`src/rtl/rom_access_arbiter_pkg.sv`:
```
// Shared types and constants for the two-requester user-ROM arbiter.
package rom_access_arbiter_pkg;

    typedef enum logic [1:0] {
        sIdle = 2'd0,
        sAddr = 2'd1,
        sCap  = 2'd2
    } state_t;

    localparam logic REQ_LOGIN = 1'b0;
    localparam logic REQ_SCORE = 1'b1;

    // End-of-memory marker stored in the ROM; passed through untouched here.
    localparam logic [15:0] ROM_EOM = 16'hFFFF;

    function automatic logic [1:0] onehot2(input logic idx);
        return idx ? 2'b10 : 2'b01;
    endfunction

endpackage

```
`src/rtl/rom_access_arbiter_if.sv`:
```
// Requester and ROM-side signals of the arbiter; slave is the arbiter's view.
interface rom_access_arbiter_if #(
    parameter int ADDR_W = 8,
    parameter int DATA_W = 16
);
    logic [1:0]        req;
    logic [1:0]        lock;
    logic [ADDR_W-1:0] addr0;
    logic [ADDR_W-1:0] addr1;
    logic [1:0]        gnt;
    logic [DATA_W-1:0] rd_data;
    logic [1:0]        rd_valid;
    logic              busy;
    logic [ADDR_W-1:0] rom_addr;
    logic [DATA_W-1:0] rom_data;

    modport master (
        output req, lock, addr0, addr1, rom_data,
        input  gnt, rd_data, rd_valid, busy, rom_addr
    );

    modport slave (
        input  req, lock, addr0, addr1, rom_data,
        output gnt, rd_data, rd_valid, busy, rom_addr
    );
endinterface

```
`src/rtl/rom_access_arbiter_pick.sv`:
```
// Two-way round-robin pick with lock ownership and hold-limit override.
// Latency: purely combinational.
// Backpressure: none; the caller only samples the result while idle.
module rr_pick2
    import rom_access_arbiter_pkg::*;
(
    input  logic [1:0] req,
    input  logic       last,
    input  logic       own_vld,
    input  logic       own,
    input  logic       hold_lim,
    output logic [1:0] gnt
);
    logic other;
    assign other = ~own;

    always_comb begin
        gnt = 2'b00;
        if (own_vld && req[own]) begin
            // Owner keeps the ROM unless it has used up its hold budget while
            // the other side is waiting.
            gnt = (hold_lim && req[other]) ? onehot2(other) : onehot2(own);
        end else begin
            case (req)
                2'b01:   gnt = 2'b01;
                2'b10:   gnt = 2'b10;
                2'b11:   gnt = onehot2(~last);
                default: gnt = 2'b00;
            endcase
        end
    end
endmodule

```
`src/rtl/rom_access_arbiter.sv`:
```
// Shares one synchronous ROM between the login scanner and the score lookup.
// Latency: grant in the request cycle, rd_valid three cycles later; one read per 3 cycles.
// Backpressure: req is level and held until gnt; no overlap, losers simply wait.
module rom_access_arbiter
    import rom_access_arbiter_pkg::*;
#(
    parameter int ADDR_W   = 8,
    parameter int DATA_W   = 16,
    parameter int MAX_HOLD = 16
) (
    input  logic                 clk,
    input  logic                 rst,
    rom_access_arbiter_if.slave  bus
);
    localparam int              HW       = $clog2(MAX_HOLD + 1);
    localparam logic [HW-1:0]   HOLD_MAX = HW'(MAX_HOLD);

    state_t            state_q, state_d;
    logic [ADDR_W-1:0] rom_addr_q, rom_addr_d;
    logic [DATA_W-1:0] rd_data_q, rd_data_d;
    logic [1:0]        rd_valid_q, rd_valid_d;
    logic              last_q, last_d;
    logic              own_vld_q, own_vld_d;
    logic              owner_q, owner_d;
    logic [HW-1:0]     hold_cnt, hold_d;

    logic [1:0]        pick;
    logic              idle;
    logic              gidx;

    assign idle = (state_q == sIdle);
    assign gidx = pick[1];

    rr_pick2 u_pick (
        .req      (bus.req),
        .last     (last_q),
        .own_vld  (own_vld_q),
        .own      (owner_q),
        .hold_lim (hold_cnt == HOLD_MAX),
        .gnt      (pick)
    );

    always_ff @(posedge clk or negedge rst) begin
        if (!rst) begin
            state_q <= sIdle;
        end else begin
            state_q <= state_d;
        end
    end

    always_comb begin
        state_d    = state_q;
        rom_addr_d = rom_addr_q;
        rd_data_d  = rd_data_q;
        rd_valid_d = 2'b00;
        last_d     = last_q;
        own_vld_d  = own_vld_q;
        owner_d    = owner_q;
        hold_d     = hold_cnt;

        case (state_q)
            sIdle: begin
                // A locked owner that stopped requesting gives up its lock now.
                if (own_vld_q && !bus.req[owner_q]) begin
                    own_vld_d = 1'b0;
                    hold_d    = '0;
                end
                if (pick != 2'b00) begin
                    state_d    = sAddr;
                    rom_addr_d = gidx ? bus.addr1 : bus.addr0;
                    last_d     = gidx;
                    if (own_vld_q && owner_q == gidx) begin
                        hold_d = (hold_cnt == HOLD_MAX) ? hold_cnt : hold_cnt + HW'(1);
                    end else begin
                        hold_d = HW'(1);
                    end
                    own_vld_d = 1'b1;
                    owner_d   = gidx;
                end
            end
            sAddr: begin
                state_d = sCap;
            end
            sCap: begin
                rd_data_d  = bus.rom_data;
                rd_valid_d = onehot2(owner_q);
                if (!bus.lock[owner_q]) begin
                    own_vld_d = 1'b0;
                    hold_d    = '0;
                end
                state_d = sIdle;
            end
            default: begin
                state_d   = sIdle;
                own_vld_d = 1'b0;
                hold_d    = '0;
            end
        endcase
    end

    always_ff @(posedge clk or negedge rst) begin
        if (!rst) begin
            rom_addr_q <= '0;
            rd_data_q  <= '0;
            rd_valid_q <= 2'b00;
            last_q     <= REQ_SCORE;
            own_vld_q  <= 1'b0;
            owner_q    <= REQ_LOGIN;
            hold_cnt   <= '0;
        end else begin
            rom_addr_q <= rom_addr_d;
            rd_data_q  <= rd_data_d;
            rd_valid_q <= rd_valid_d;
            last_q     <= last_d;
            own_vld_q  <= own_vld_d;
            owner_q    <= owner_d;
            hold_cnt   <= hold_d;
        end
    end

    // Grant is a Mealy output of sIdle; masked so reset forces it low at once.
    assign bus.gnt      = (idle && rst) ? pick : 2'b00;
    assign bus.rom_addr = rom_addr_q;
    assign bus.rd_data  = rd_data_q;
    assign bus.rd_valid = rd_valid_q;
    assign bus.busy     = ~idle;

endmodule

```
`src/flat_wrapper.sv`:
```
// flat-port wrapper written by rule: the top's interface ports become plain ports
module rom_access_arbiter_flat import rom_access_arbiter_pkg::*;
#(
    parameter int ADDR_W   = 8,
    parameter int DATA_W   = 16,
    parameter int MAX_HOLD = 16
)
  (clk, rst, bus_req, bus_lock, bus_addr0, bus_addr1, bus_rom_data, bus_gnt, bus_rd_data, bus_rd_valid, bus_busy, bus_rom_addr);
  rom_access_arbiter_if #(.ADDR_W(ADDR_W), .DATA_W(DATA_W)) bus_i ();
  input  logic clk;
  input  logic rst;
  input wire logic [$bits(bus_i.req)-1:0] bus_req;
  input wire logic [$bits(bus_i.lock)-1:0] bus_lock;
  input wire logic [$bits(bus_i.addr0)-1:0] bus_addr0;
  input wire logic [$bits(bus_i.addr1)-1:0] bus_addr1;
  input wire logic [$bits(bus_i.rom_data)-1:0] bus_rom_data;
  output wire logic [$bits(bus_i.gnt)-1:0] bus_gnt;
  output wire logic [$bits(bus_i.rd_data)-1:0] bus_rd_data;
  output wire logic [$bits(bus_i.rd_valid)-1:0] bus_rd_valid;
  output wire logic [$bits(bus_i.busy)-1:0] bus_busy;
  output wire logic [$bits(bus_i.rom_addr)-1:0] bus_rom_addr;
  assign bus_i.req = bus_req;
  assign bus_i.lock = bus_lock;
  assign bus_i.addr0 = bus_addr0;
  assign bus_i.addr1 = bus_addr1;
  assign bus_i.rom_data = bus_rom_data;
  assign bus_gnt = bus_i.gnt;
  assign bus_rd_data = bus_i.rd_data;
  assign bus_rd_valid = bus_i.rd_valid;
  assign bus_busy = bus_i.busy;
  assign bus_rom_addr = bus_i.rom_addr;
  rom_access_arbiter #(.ADDR_W(ADDR_W), .DATA_W(DATA_W), .MAX_HOLD(MAX_HOLD)) u_core (.clk(clk), .rst(rst), .bus(bus_i));
endmodule
```
`config.mk`:
```
export PLATFORM = sky130hd
export DESIGN_NAME = rom_access_arbiter_flat
export DESIGN_NICKNAME = d
export VERILOG_FILES = /design/src/rtl/rom_access_arbiter_pkg.sv /design/src/rtl/rom_access_arbiter_if.sv /design/src/rtl/rom_access_arbiter_pick.sv /design/src/rtl/rom_access_arbiter.sv /design/src/flat_wrapper.sv
export SDC_FILE = /design/constraint.sdc
export NUM_CORES = 1
export LEC_CHECK = 0
export ABC_AREA = 1
export CAP_MARGIN = 5
export CELL_PAD_IN_SITES_DETAIL_PLACEMENT = 0
export CELL_PAD_IN_SITES_GLOBAL_PLACEMENT = 1
export CORE_MARGIN = 3
export CORE_UTILIZATION = 30
export DETAILED_ROUTE_END_ITERATION = 10
export GPL_ROUTABILITY_DRIVEN = 0
export PLACE_DENSITY_LB_ADDON = 0.1
export SLEW_MARGIN = 20
export SYNTH_ARGS = -nofsm -noshare
export SYNTH_HDL_FRONTEND = slang
export SYNTH_SLANG_ARGS = --single-unit
```
`constraint.sdc`:
```
create_clock -name clk -period 2.3 [get_ports clk]
set_clock_uncertainty 0.2 [all_clocks]
set_input_delay 0.46 -clock clk [delete_from_list [all_inputs] [get_ports clk]]
set_output_delay 0.46 -clock clk [all_outputs]
set_load 0.05 [all_outputs]
```
# [Word-level counts from Yosys, hierarchy flattened]
# Cells that the tools add are included.
[classes] muxes=27 mul=0 div_mod_pow=0 reduce_logical=11 bitwise_logic=3 eq_ne=11 shifts=0 n_addsub=1 magnitude_cmp=2
[ops] operator="two-way mux 5 bit" count=5
[ops] operator="two-way mux 2 bit" count=8
[ops] operator="case mux 5 bit (3 select lines)" count=1
[ops] operator="two-way mux 1 bit" count=9
[ops] operator="two-way mux 8 bit" count=1
[ops] operator="equality test 2 bit, second input constant" count=3
[ops] operator="case mux 2 bit (3 select lines)" count=1
[ops] operator="adder 5 x 1 -> 5 bit, second input constant" count=1
[ops] operator="equality test 5 bit, second input constant" count=1
[ops] operator="logical AND 1 bit" count=5
[ops] operator="equality test 2 x 1 -> 1 bit, second input constant" count=2
[ops] operator="< comparator 1 x 2 -> 1 bit, second input constant" count=2
[ops] operator="!= test 2 bit, second input constant" count=2
[ops] operator="!= test 4 bit, second input constant" count=1
[ops] operator="case mux 2 bit (2 select lines)" count=1
[ops] operator="AND reduction 4 bit" count=1
[ops] operator="!= test 3 bit, second input constant" count=1
[ops] operator="inverter 1 bit" count=3
[ops] operator="case mux 1 bit (3 select lines)" count=1
[ops] operator="AND reduction 3 bit" count=1
[ops] operator="logical NOT 2 bit" count=1
[ops] operator="AND reduction 2 bit" count=1
[ops] operator="nonzero test 2 bit" count=1
[ops] operator="equality test 1 bit" count=1
[ops] operator="logical NOT 1 bit" count=1
[word_totals] mem_bits_ro=0 reg_bits=36 out_inout_bits=29 elab_cells=63 memories=0 in_bits=38 ramBits=0 latch_bits=0

# [Longest topological paths before layout]
# Gate-level depths: netlist of the first run.
[logic_depth] word_depth=11 depth_mapped=14 depth_no_buf=13

# [By module]
# Synthesis of the first run repeated with hierarchy kept, for this count alone.
[hier_totals] cells_unflattened=224 hier_area_um2=1836.8
[by_module_without_submodules] mod="rom_access_arbiter" n_inst=1 area_each_um2=1745.4 cells_per_inst=203 seq_area_each_um2=902.1
[by_module_without_submodules] mod="rr_pick2" n_inst=1 area_each_um2=91.3 cells_per_inst=21 seq_area_each_um2=0.0

# [Worst setup path before layout of the first run]
# No wires, ideal clock.
[synth_path] path_type="register to output" start="reg u_core.hold_cnt[0]" end="out bus_gnt[0]" path_buffers=0 arrival_ns=2.167 setup_slack_ns=-0.527 path_stages_with_launch=9 required_ns=1.640 cell_sequence="dfrtp_1 > inv_1 > ha_1 > nand2_1 > inv_1 > nand3_1 > nand2_1 > nand3_2 > a211oi_1"
[synth_between] elab_chain_len=5
[synth_lines] item="start, declared" line_no="rom_access_arbiter.sv:25" rtl="logic [HW-1:0] hold_cnt, hold_d;"
[synth_lines] item="start signal, assigned" line_no="rom_access_arbiter.sv:117" rtl="hold_cnt <= hold_d;"
[synth_lines] item="equality test 5 bit" line_no="rom_access_arbiter.sv:39" rtl=".hold_lim (hold_cnt == HOLD_MAX),"
[synth_lines] item="logical AND 1 bit" line_no="rom_access_arbiter_pick.sv:22" rtl="gnt = (hold_lim && req[other]) ? onehot2(other) : onehot2(own);"
[synth_lines] item="two-way mux 2 bit" line_no="rom_access_arbiter_pick.sv:22"
[synth_lines] item="two-way mux 2 bit" line_no="rom_access_arbiter_pick.sv:19" rtl="if (own_vld && req[own]) begin"
[synth_lines] item="two-way mux 2 bit" line_no="rom_access_arbiter.sv:122" rtl="assign bus.gnt = (idle && rst) ? pick : 2'b00;"
[synth_lines] item="end, declared" line_no="flat_wrapper.sv:17" rtl="output wire logic [$bits(bus_i.gnt)-1:0] bus_gnt;"
# No other way between the ends.

# [Worst setup path in the final report of the first run]
[layout_path] start="reg u_core.owner_q" end="out bus_gnt[1]"
[layout_between] elab_chain_len=6 elab_cells_between_ends=11 classes_between="9 x mux; 2 x reduce/logical"
[layout_lines] item="start, declared" line_no="rom_access_arbiter.sv:24" rtl="logic owner_q, owner_d;"
[layout_lines] item="start signal, assigned" line_no="rom_access_arbiter.sv:116" rtl="owner_q <= owner_d;"
[layout_lines] item="two-way mux 1 bit (not written as such) (2 in a row)" line_no="rom_access_arbiter_pick.sv:22"
[layout_lines] item="logical AND 1 bit" line_no="rom_access_arbiter_pick.sv:22"
[layout_lines] item="two-way mux 2 bit" line_no="rom_access_arbiter_pick.sv:22"
[layout_lines] item="two-way mux 2 bit *" line_no="rom_access_arbiter_pick.sv:19"
[layout_lines] item="two-way mux 2 bit *" line_no="rom_access_arbiter.sv:122"
# Mark *: on every way between the ends. The rest lies on a longest branch, timed or not. The select of a mux whose other input is x is not followed.

==> results of run 1 <==
cell families after synthesis:
family	after synthesis	share of synthesized area [%]
AOI/OAI and AO/OA	19	6.597
DFF	36	54.05
adders and majority gates	2	1.499
and+or+nand+nor	121	31.03
buffers and inverters	21	5.247
xor gates and xnor gates	3	1.575
stage by stage:
stage | hold slack (ns) | instance area [sq um] | utilization, % | setup TNS [ns]
2_1_floorplan | -0.03559 | 1698 | - | 0
3_3_place_gp | 0.2584 | 2516 | 48.04 | -1.098
3_5_place_dp | 0.2662 | 2516 | 48.04 | -1.248
4_1_cts | 0.04924 | 2691 | 51.39 | -0.1091
5_1_grt | 0.07190 | 2719 | 51.91 | -0.2858
6_report | 0.02976 | 2719 | 51.91 | -0.08224
state kept, by name (all words and copies together), names as in the netlist:
| signal | flops |
|---|---|
| u_core.bus.rd_data | 16 |
| u_core.bus.rd_valid | 2 |
| u_core.bus.rom_addr | 8 |
| u_core.hold_cnt | 5 |
| u_core.last_q | 1 |
| u_core.own_vld_q | 1 |
| u_core.owner_q | 1 |
| u_core.state_q | 2 |
layout by cell type (no fill, tap or decap), types with 2 or more instances in the layout:
cell             count
nor2_2               2
clkdlybuf4s50_1     60
clkbuf_8             5
nor2_1              15
xor2_1               2
o21ai_1              5
nand2_2              5
a31oi_1              8
nand2_4              2
nand4_1              4
nand3_1              6
buf_4               21
nand3_2              3
buf_12               2
dfrtp_1             34
o21ai_0              3
nand2_1             79
inv_1               10
nor2_4               3
inv_2                4
ha_1                 2
dlygate4sd2_1        2
per-layer routing:
metal	vias up	share of wire, %	global-route usage (%)
li1	813	-	-
met1	708	44	18.81
met2	43	47	23.76
met3	4	7.7	5.493
met4	0	0.90	4.561
met5	-	0	0
worst max-delay path, cell delays in order (launching register included):
cell,delay [ns]
dfrtp_2,0.45
buf_4,0.15
nor2_1,0.14
nand3_2,0.12
nand3_4,0.13
nand2_2,0.08
inv_2,0.08
nand2_4,0.06
nor2_4,0.10
buf_12,0.14
layout make-up:
cell class	count	share of cell area, %
Sequential cell	36	33.23
Timing Repair Buffer	86	30.19
Multi-Input combinational cell	145	27.24
Tap cell	70	3.221
Clock buffer	6	2.669
Inverter	15	2.163
Clock inverter	2	1.289
where the power goes:
| part | internal (mW) | switching, mW |
|---|---|---|
| combinational | 0.907 | 1.66 |
| clock | 0.322 | 0.218 |
| sequential | 0.916 | 0.139 |
how the worst max path moves through the flow:
stage / to / from
after floorplan: bus_gnt[1] / u_core.hold_cnt[0]$_DFFE_PN0P_
after global placement: bus_gnt[0] / bus_req[0]
after detailed placement: bus_gnt[0] / bus_req[0]
after CTS: bus_gnt[0] / u_core.hold_cnt[1]$_DFFE_PN0P_
after global routing: bus_gnt[1] / u_core.hold_cnt[1]$_DFFE_PN0P_
final: bus_gnt[1] / u_core.owner_q$_DFFE_PN0P_
repair_timing:
item	4_1_cts	5_1_grt
pin swaps	6	1
setup buffers	5	3
hold buffers	0	0
setup endpoints to repair	2	2
resized for setup	15	1
==> impl_metrics.env, run 1 <==
export IMPL_outcome="finished with violations"
export IMPL_violations="setup timing"
export IMPL_cts_root_buf="clkbuf_8"
export IMPL_cts_buffers=5
export IMPL_cp_end_kind="output pin"
export IMPL_antenna_found_initial=0
export IMPL_timing_final_ws_setup_ns=-0.06950
export IMPL_yosys_top_cells_count="nand2_1, dfrtp_1, nor2_1"
export IMPL_yosysSeqAreaShare_pct=54.05
export IMPL_num_fill_cells=520
export IMPL_wl_um=4314
export IMPL_portBuffers=66
export IMPL_wire_per_inst_um=11.98
export IMPL_clk_insertion_delay_late_ns=0.28
export IMPL_coreArea_sq_um=5238
export IMPL_ant_nets=0
export IMPL_reg2reg_from="u_core.owner_q$_DFFE_PN0P_"
export IMPL_slew_headroom_pct=65.18
export IMPL_dpl_hpwl_um=3235
export IMPL_die_y_um=80.59
export IMPL_area_growth_syn_to_layout_pct=62.89
export IMPL_hp_class="input pin to async pin"
export IMPL_clockBufferDepth=2
export IMPL_cts_num_sinks=36
export IMPL_rows=26
export IMPL_syn_inst=202
export IMPL_cts_tree="yes"
export IMPL_initial_core_util_pct=31.87
export IMPL_ff2ff_path_depth=11
export IMPL_first_global_vias=1604
export IMPL_grt_setup_unrepaired="yes"
export IMPL_nets=329
export IMPL_rrSetupSlack_ns=0.28
export IMPL_leakage_nw=1.272
export IMPL_p_total_mw=4.166
export IMPL_htreeDepth=2
export IMPL_synth_edf_count=0
export IMPL_die_area_sq_um=6495
export IMPL_grt_total_usage_pct=14.93
export IMPL_fp_dieW_um=80.59
export IMPL_synth_top_cell_by_area="dfrtp_1"
export IMPL_max_freq_ghz=0.4220
export IMPL_ios=67
export IMPL_dp_cells=344
export IMPL_ir_drop_mv=0.6964
export IMPL_cp_max_fo=4
export IMPL_drv_slew=0
export IMPL_grt_overflow=0
export IMPL_num_vias=1568
export IMPL_drt_first_pass_iters=4
export IMPL_ys_types=25
export IMPL_synth_most_common_cell="nand2_1"
export IMPL_netlist_area_sq_um=1669
export IMPL_path_class="flop to output pin"
export IMPL_maxCapViolations=0
export IMPL_power_density_nw_per_um2=1532
export IMPL_post_route_period_util_pct=103.0
export IMPL_diodes=0
export IMPL_stdcell_count=360
export IMPL_syn_nets=242
export IMPL_fin_crit_ns=2.370
export IMPL_synth_warnings=0
export IMPL_worstReg2RegEnd="u_core.hold_cnt[0]$_DFFE_PN0P_"
export IMPL_start_kind="flop"
export IMPL_drive_gt1_share_pct=19.31
export IMPL_synth_avg_cell_area_sq_um=8.263
export IMPL_clk_pin_slew_ns=0.07
export IMPL_post_place_ws_ns=-0.2401
export IMPL_synthTopCellsByArea="dfrtp_1, nand2_1, nor2_1"
export IMPL_grt_max_degree=37
export IMPL_synth_seq_cells=36
export IMPL_synth_top_cell_area_share_pct=52.47
export IMPL_drc=0
export IMPL_hold_viol=0
export IMPL_multi_input_area_sq_um=740.7
export IMPL_via_per_inst=4.356
export IMPL_critPathArrivalTime_ns=1.71
export IMPL_crit_required_ns=1.64
export IMPL_synth_async_reset_ratio_pct=100.0
export IMPL_worst_slew_pin_slew_ns=0.5207
export IMPL_setup_viol=2
export IMPL_drt_iter0_markers=81
export IMPL_grt_pass1_wl_um=7403
export IMPL_ys_flop_type="dfrtp_1"
export IMPL_register_area_sq_um=903.4
Note: power is estimated with default switching activity, not from simulation.
==> run 2: changes to the inputs <==
SLEW_MARGIN = unset   (was 20)
==> results of run 2 <==
Final layout, timing and power as in run 1 (identical DEF).
==> run 3: changes to the inputs <==
ABC_AREA = unset   (was 1)
CORE_UTILIZATION = 33   (was 30)
MAX_ROUTING_LAYER = met4   (was unset)
==> impl_metrics.env, run 3 <==
export IMPL_largest_register_ff_count=16
export IMPL_grt_setup_unrepaired="yes"
export IMPL_fp_dieW_um=78.23
export IMPL_drive_gt1_share_pct=27.53
export IMPL_switchingPower_mw=1.928
export IMPL_antenna_found_initial=0
export IMPL_power_density_nw_per_um2=1482
export IMPL_hold_ws_ns=0.05692
export IMPL_nets=286
export IMPL_combPwrFrac_pct=61.2
export IMPL_wire_per_inst_um=14.63
export IMPL_first_global_vias=1702
export IMPL_coreArea_sq_um=4880
export IMPL_synth_most_common_cell="dfrtp_1"
export IMPL_synth_xor_area_share_pct=0.5087
export IMPL_synth_avg_cell_area_sq_um=11.11
export IMPL_path_delay_family="simple AND/OR/NAND/NOR gates"
export IMPL_drv_slew=0
export IMPL_met2_usage_pct=28.17
export IMPL_crit_chain="inv_2, ha_4, nor4bb_4, buf_6, mux2i_4, nor2_2, and3_4, buf_8"
export IMPL_ant_nets=0
export IMPL_p_total_mw=4.142
export IMPL_fin_crit_ns=2.501
export IMPL_synth_fa_ha_area_share_pct=1.453
export IMPL_start_kind="flop"
export IMPL_syn_nets=195
export IMPL_synth_async_reset_ratio_pct=100.0
export IMPL_worst_slew_pin_slew_ns=0.5274
export IMPL_grt_total_usage_pct=16.83
export IMPL_grt_overflow=0
export IMPL_clk_pin_slew_ns=0.07
export IMPL_ir_drop_mv=0.7914
export IMPL_initial_core_util_pct=35.28
export IMPL_wl_um=4593
export IMPL_portBuffers=66
export IMPL_cp_slowest_cell="dfrtp_1"
export IMPL_p_clk_share_pct=11.4
export IMPL_hp_class="input pin to async pin"
export IMPL_synth_seq_cells=36
export IMPL_drc=0
export IMPL_clockBufferDepth=2
export IMPL_die_area_sq_um=6120
export IMPL_muxShareOfSynthArea_pct=13.95
export IMPL_swShare_pct=46.55
export IMPL_grt_max_degree=37
export IMPL_clk_insertion_delay_late_ns=0.28
export IMPL_num_vias=1541
export IMPL_netlist_area_sq_um=1722
export IMPL_grt_pass1_wl_um=7955
export IMPL_path_class="flop to output pin"
export IMPL_cts_num_sinks=36
export IMPL_max_freq_ghz=0.3998
export IMPL_cts_root_buf="clkbuf_8"
export IMPL_ys_flop_type="dfrtp_1"
export IMPL_pwr_share_seq_pct=27.4
export IMPL_violations="setup timing"
export IMPL_cp_end_kind="output pin"
export IMPL_die_y_um=78.23
export IMPL_final_util_pct=57.26
export IMPL_path_buf_inv=3
export IMPL_num_fill_cells=441
export IMPL_synth_top_cell_area_share_pct=50.87
export IMPL_dpl_hpwl_um=3489
export IMPL_cts_tree="yes"
export IMPL_crit_required_ns=1.64
export IMPL_cpPeakStageDelay_ns=0.40
export IMPL_leakage_nw=1.176
export IMPL_rows=25
export IMPL_post_route_period_util_pct=108.7
export IMPL_synth_top_family_by_area="simple AND/OR/NAND/NOR gates"
export IMPL_final_common_cell="clkdlybuf4s50_1"
export IMPL_timing_final_ws_setup_ns=-0.2010
export IMPL_yosysSeqAreaShare_pct=52.40
export IMPL_syn_inst=155
export IMPL_layout_common_cells="clkdlybuf4s50_1, dfrtp_1, buf_4"
export IMPL_critPathArrivalTime_ns=1.84
export IMPL_cp_max_fo=5
export IMPL_synth_top_cell_by_area="dfrtp_1"
export IMPL_htreeDepth=2
export IMPL_ios=67
export IMPL_diodes=0
export IMPL_slew_headroom_pct=64.73
export IMPL_drt_iter0_markers=85
export IMPL_setup_viol=2
export IMPL_cts_buffers=5
export IMPL_yosys_top_cells_count="dfrtp_1, mux2_2, nor2_1"
export IMPL_p_int_mw=2.214
export IMPL_global_route_usage_met1_pct=19.64
export IMPL_via_per_inst=4.908
export IMPL_area_growth_syn_to_layout_pct=62.28
export IMPL_yosys_area_share_simple_pct=14.03
export IMPL_grtUsageMet3_pct=4.817
export IMPL_drt_first_pass_iters=4
export IMPL_top_usage_layer="met2"
export IMPL_ys_types=41
export IMPL_synth_edf_count=0
export IMPL_synthTopCellsByArea="dfrtp_1, mux2_2, nand3_1"
export IMPL_maxCapViolations=0
export IMPL_synth_warnings=0
export IMPL_synth_compound_area_share_pct=13.88
export IMPL_outcome="finished with violations"
export IMPL_hold_viol=0
run 3: through the flow:
stage | std cells | cell area (sq um) | TNS [ns] | setup slack (ns)
2_1_floorplan | 155 | 1747 | 0 | 0.04270
3_3_place_gp | 299 | 2595 | -0.1099 | -0.1099
3_5_place_dp | 299 | 2595 | -0.2455 | -0.1692
4_1_cts | 314 | 2805 | -0.4989 | -0.2188
5_1_grt | 314 | 2794 | -0.5500 | -0.2713
6_report | 314 | 2794 | -0.3942 | -0.2010
run 3: power groups by stage:
stage	Clock (mW)	Sequential, mW	Combinational, mW
2_1_floorplan	0	1.88	0.849
3_3_place_gp	0	1.12	2.43
3_5_place_dp	0	1.14	2.47
4_1_cts	0.499	1.14	2.57
5_1_grt	0.525	1.18	2.70
6_report	0.472	1.14	2.53
run 3: final timing paths:
path | startpoint | cells after the start | endpoint | slack (ns)
max | u_core.hold_cnt[0]$_DFFE_PN0P_ | 8 | bus_gnt[1] | -0.20
min | rst | 2 | u_core.hold_cnt[3]$_DFFE_PN0P_ | 0.06
max reg2reg | u_core.hold_cnt[0]$_DFFE_PN0P_ | 11 | u_core.last_q$_DFFE_PN1P_ | 0.11
min reg2reg | u_core.state_q[1]$_DFFE_PN0P_ | 1 | u_core.state_q[1]$_DFFE_PN0P_ | 0.27
max in group asynchronous | rst | 2 | u_core.last_q$_DFFE_PN1P_ | 1.51
min in group clk | u_core.state_q[1]$_DFFE_PN0P_ | 1 | u_core.state_q[1]$_DFFE_PN0P_ | 0.27
run 3: cell families (layout without fill, tap and decap cells):
kind of cell	Yosys count	in the layout
AOI/OAI and AO/OA	34	34
xor gates and xnor gates	1	1
adders and majority gates	2	2
buffers and inverters	14	106
DFF	36	36
muxes	21	21
and+or+nand+nor	47	47
run 3: cell type report:
type | instances | area, sq um | share of cell area, %
sequential | 36 | 902.1 | 32.29
timing repair buffer | 93 | 882.1 | 31.57
multi-input combinational | 105 | 809.5 | 28.97
tap | 67 | 83.83 | 3.000
clock buffer | 6 | 82.58 | 2.956
inverter | 5 | 18.77 | 0.6717
clock inverter | 2 | 15.01 | 0.5374
run 3: metal layers:
layer / vias to the layer above / part of all wire, %
met5: - / 0
met4: 0 / 1.0
met3: 7 / 4.8
met2: 40 / 52
met1: 750 / 42
li1: 744 / -
run 3: timing repair:
| action | in CTS | in global routing |
|---|---|---|
| setup buffers | 7 | 3 |
| gates cloned | 0 | 0 |
| hold buffers | 0 | 0 |
| setup endpoints to repair | 2 | 3 |
| pin swaps | 4 | 0 |
| gates resized for setup | 15 | 0 |
